$ cat src/rtl/fwd_pkg.sv
// Shared types and constants for the forwarding scoreboard: pipeline entry layout,
// select encodings and the issue-latency clamp.
package fwd_pkg;

  // Stored latency width; supports DEPTH up to 15 (SELW must not exceed LAT_W).
  localparam int unsigned LAT_W     = 4;
  localparam int unsigned FWD_RF    = 0;
  localparam int unsigned STG_EXMEM = 1;
  localparam int unsigned STG_MEMWB = 2;

  typedef struct packed {
    logic             valid;
    logic [4:0]       rd;
    logic [LAT_W-1:0] lat;
  } entry_t;

  // Latency 0 behaves as 1; anything beyond the last tracked stage behaves as DEPTH.
  function automatic logic [LAT_W-1:0] clamp_lat(input logic [LAT_W-1:0] lat,
                                                 input int unsigned       depth);
    if (lat == '0) begin
      return LAT_W'(1);
    end else if (32'(lat) > depth) begin
      return LAT_W'(depth);
    end
    return lat;
  endfunction

endpackage

$ cat src/rtl/fwd_port_match.sv
// Per-read-port lookup: finds the youngest in-flight writer of the source register and
// either selects its stage or flags the port as not ready.
module fwd_port_match
  import fwd_pkg::*;
#(
  parameter int unsigned DEPTH = 3,
  parameter int unsigned SELW  = $clog2(DEPTH + 1)
) (
  input  entry_t [DEPTH:1]  i_entry,
  input  logic              i_rd_valid,
  input  logic [4:0]        i_rd_addr,
  output logic [SELW-1:0]   o_sel,
  output logic              o_not_ready
);

  logic             w_hit;
  logic [LAT_W-1:0] w_stage;
  logic [LAT_W-1:0] w_lat;

  always_comb begin
    w_hit   = 1'b0;
    w_stage = '0;
    w_lat   = '0;
    // Scan oldest to youngest so the lowest matching stage overrides.
    for (int s = DEPTH; s >= 1; s--) begin
      if (i_entry[s].valid && (i_entry[s].rd == i_rd_addr)) begin
        w_hit   = 1'b1;
        w_stage = LAT_W'(s);
        w_lat   = i_entry[s].lat;
      end
    end
    w_hit = w_hit && i_rd_valid && (i_rd_addr != 5'd0);
  end

  always_comb begin
    o_sel       = SELW'(FWD_RF);
    o_not_ready = 1'b0;
    if (w_hit) begin
      if (w_stage >= w_lat) begin
        o_sel = w_stage[SELW-1:0];
      end else begin
        o_not_ready = 1'b1;
      end
    end
  end

endmodule

$ cat src/rtl/fwd_scoreboard.sv
// Forwarding scoreboard: shift pipeline of in-flight writers, per-port forwarding selects,
// load-use stall request and a saturating stall-cycle counter.
module fwd_scoreboard
  import fwd_pkg::*;
#(
  parameter int unsigned DEPTH = 3,
  parameter int unsigned NREAD = 2,
  parameter int unsigned SELW  = $clog2(DEPTH + 1),
  parameter int unsigned CNTW  = 16
) (
  input  logic                  i_clk,
  input  logic                  i_rst_n,
  input  logic                  i_hold,
  input  logic                  i_flush,
  input  logic                  i_iss_regwrite,
  input  logic [4:0]            i_iss_rd,
  input  logic [SELW-1:0]       i_iss_lat,
  input  logic [NREAD-1:0]      i_rd_valid,
  input  logic [5*NREAD-1:0]    i_rd_addr,
  output logic [SELW*NREAD-1:0] o_fwd_sel,
  output logic                  o_stall,
  output logic [CNTW-1:0]       o_stall_cnt
);

  entry_t [DEPTH:1] r_entry;
  logic [CNTW-1:0]  r_stall_cnt;
  logic [NREAD-1:0] w_not_ready;
  logic             w_stall;
  entry_t           w_new;

  for (genvar k = 0; k < NREAD; k++) begin : g_port
    fwd_port_match #(
      .DEPTH (DEPTH),
      .SELW  (SELW)
    ) u_match (
      .i_entry     (r_entry),
      .i_rd_valid  (i_rd_valid[k]),
      .i_rd_addr   (i_rd_addr[5*k +: 5]),
      .o_sel       (o_fwd_sel[SELW*k +: SELW]),
      .o_not_ready (w_not_ready[k])
    );
  end

  // A flushed consumer is discarded, so it never needs to wait.
  assign w_stall = (|w_not_ready) && !i_flush;

  always_comb begin
    w_new.valid = i_iss_regwrite && (i_iss_rd != 5'd0) && !w_stall && !i_flush;
    w_new.rd    = i_iss_rd;
    w_new.lat   = clamp_lat(LAT_W'(i_iss_lat), DEPTH);
  end

  always_ff @(posedge i_clk) begin
    if (!i_rst_n) begin
      r_entry     <= '0;
      r_stall_cnt <= '0;
    end else if (!i_hold) begin
      r_entry[STG_EXMEM] <= w_new;
      for (int s = STG_EXMEM + 1; s <= DEPTH; s++) begin
        r_entry[s] <= r_entry[s-1];
      end
      if (w_stall && (r_stall_cnt != '1)) begin
        r_stall_cnt <= r_stall_cnt + 1'b1;
      end
    end
  end

  assign o_stall     = w_stall;
  assign o_stall_cnt = r_stall_cnt;

endmodule

$ cat config.mk
export PLATFORM = sky130hd
export DESIGN_NAME = fwd_scoreboard
export DESIGN_NICKNAME = d
export VERILOG_FILES = /design/src/rtl/fwd_pkg.sv /design/src/rtl/fwd_port_match.sv /design/src/rtl/fwd_scoreboard.sv
export SDC_FILE = /design/constraint.sdc
export NUM_CORES = 1
export LEC_CHECK = 0
export BUFFER_PORTS_ARGS = -buffer_cell sky130_fd_sc_hd__buf_2
export CORE_ASPECT_RATIO = 1.5
export CORE_MARGIN = 8
export CORE_UTILIZATION = 50
export DETAILED_ROUTE_END_ITERATION = 16
export HOLD_SLACK_MARGIN = 0.03
export PLACE_DENSITY = 0.72
export SYNTH_ARGS = -nofsm -noshare
export SYNTH_HDL_FRONTEND = slang
export SYNTH_SLANG_ARGS = --single-unit
$ cat constraint.sdc
create_clock -name i_clk -period 3.15 [get_ports i_clk]
set_input_delay 0.1575 -clock i_clk [delete_from_list [all_inputs] [get_ports i_clk]]
set_output_delay 0.1575 -clock i_clk [all_outputs]
set_load 0.1 [all_outputs]
==> results.txt <==
fillcell total - 407
initial antenna violation count - 0
Synth Instances - 262
Worst setup EP type - primary output
Tightest Pin Transition - 712 ps
FF+latch count, synth - 40
Cell Rows - 30
Fin Setup TNS - 0 ps
starting density of the core - 51.8%
clock buffer count from CTS - 5
setup repair after global routing missed its margin - yes
final hold violation count - 0
DR vias/cell - 5.35
die height - 100 um
Crit Path Category - reg2out
Final ANT Viol Nets - 0
clock transition at the registers of the reported paths - 70 ps
static leakage - 1.28 nW
synthesized area per cell - 8.97 um^2
Ant. Diodes - 0
largest net degree at the start of global routing - 27
Final Cycle Share - 99.2%
fin crit period - 3120 ps
Worst EP required - 2990 ps
Slew headroom - 52.6%
worst skew pair latency - 290 ps
final setup margin - 26.3 ps
leading area contributor after synthesis - dfxtp_1
total gr overflow - 0
CTS tree - built
P per Cell Area - 352 mW/mm^2
core area - 0.00454 mm^2
Tot GR Track Use - 16.2%
Hold/Removal Path Class - in2reg
first-pass GRT wire length - 9500 um
drt first pass iters - 4
DP Worst Slack - 67.0 ps
achievable clock frequency - 320 MHz
post-synth cell types - 35
final layout net count - 345
via count - 2037
commonest cells after routing, fill and taps aside - nor2_1, buf_2, dfxtp_1, mux2i_1, xor2_1
synth top area cells - dfxtp_1, mux2i_1, xor2_1, nor2_1, xnor2_1
yosys warns - 0
Die ar. - 0.00720 mm^2
Critical Path AT - 2970 ps
register area - 813 um^2
Max Cap Violations - 0
worst-path maximum fanout - 4
DP HPWL - 4330 um
hold buffer count at cts - 0
drt total wl - 5630 um
CP Launch Type - flop
VDD IR-drop max - 0.320 mV
register area share after synthesis - 34.1%
GPL Wtd Cong - 0.830
syn nets - 291
status - finished clean
# DRC - 0
Final Setup Violations - 0
CTS root buf - clkbuf_8
WL/cell - 14.8 um
area delta synth->final - 26.6%
CTS max path bufs - 2
number of I/O port buffers - 44
layout cell share with drive strength beyond 1 - 31.5%
commonest non-fill, non-tap cell in the layout - nor2_1
# clock sinks - 40
area share of the largest cell type after synthesis - 34.1%
area of the multi-input gates - 0.00159 mm^2
final max-slew violation count - 0
worst clock skew - 7.74 ps
die width - 72.0 um
vias in the first global route - 2139
Initial DRC Count - 101
Netlist Area Pre-Place - 0.00235 mm^2
H-tree Lvls - 2
I/O pin count - 45
[per-layer routing]
metal | vias up | share of wire (%) | global-route usage, %
met3 | 8 | 3.7 | 3.59
met1 | 968 | 40 | 16.5
met2 | 37 | 55 | 30.7
li1 | 1024 | - | -
met4 | 0 | 1.7 | 6.32
met5 | - | 0 | 0
[where the power goes]
group | switching, W | internal [W]
clock | 0.000177 | 0.000235
combinational | 0.0000588 | 0.0000473
sequential | 0.0000122 | 0.000516
total | 0.000248 | 0.000798
[layout make-up]
cell class	count	area share, %
Clock buffer	6	2.44
Clock inverter	2	1.18
Inverter	5	0.631
Multi-Input combinational cell	205	53.6
Sequential cell	40	27.3
Tap cell	64	2.69
Timing Repair Buffer	59	12.2
[state kept, by name, summed over array words and instances, names as in the netlist]
signal / flops
r_entry: 24
o_stall_cnt: 16
[critical path: stages (launching register included)]
cell and delay, ps:
dfxtp_4 360, xor2_1 150, nor4_1 310, and3_2 280
nor2b_4 50, a221oi_2 230, a21oi_1 70, ha_1 300
nand2b_4 150, a21oi_4 120, nor2b_4 170, o31ai_4 100
a21oi_4 200, buf_12 190
[timing repair]
action | CTS | global route
gates cloned | 0 | 0
endpoints found under the setup margin | 1 | 21
gates resized for setup | 3 | 15
pin swaps | 5 | 12
hold endpoints to repair | 0 | 0
buffers inserted | 4 | 3
[cell families after synthesis]
| group | share of synthesized area [%] |
|---|---|
| flops | 34.1 |
| fa+ha+maj | 2.66 |
| compound gates | 13.1 |
| buf+inv | 4.20 |
| simple gates | 20.8 |
| xor+xnor | 14.5 |
| mux | 10.6 |
[path summary, 6_finish.rpt]
path | startpoint | endpoint | slack, ps | cells past startpoint
max | r_entry[14] | o_stall | 30 | 13
min | i_iss_lat[1] | r_entry[0] | 80 | 2
max reg2reg | r_entry[14] | o_stall_cnt[15] | 50 | 15
min reg2reg | r_entry[0] | r_entry[10] | 500 | 2
[cell usage after synthesis (all sizes together)]
library cell,number
and3,8
ha,5
dfxtp,40
xor2,24
mux2i,25
inv,4
o21ai,3
nor2b,4
and4,1
or2,1
nand3,6
nand4,7
nor3,2
a22oi,2
xnor2,15
nand2,12
o41ai,1
nor4,8
buf,4
a21o,3
clkbuf,8
a221oi,3
nand2b,5
or4,3
nor2,44
a21boi,1
a41oi,1
clkinv,1
o31ai,2
a211oi,4
a21oi,15
[stage by stage]
stage | utilization, % | std cells | power [W] | instance area, um^2 | hold slack (ps)
after global routing | 65.5 | 381 | 0.00109 | 2980 | 94.2
final | 65.5 | 381 | 0.00105 | 2980 | 83.1
after global placement | 60.6 | 366 | 0.000643 | 2750 | 370
after CTS | 63.7 | 378 | 0.00106 | 2890 | 66.4
after detailed placement | 60.6 | 366 | 0.000645 | 2750 | 382
after floorplan | - | 262 | 0.000604 | 2450 | 264
(Power assumes the default switching activity.)
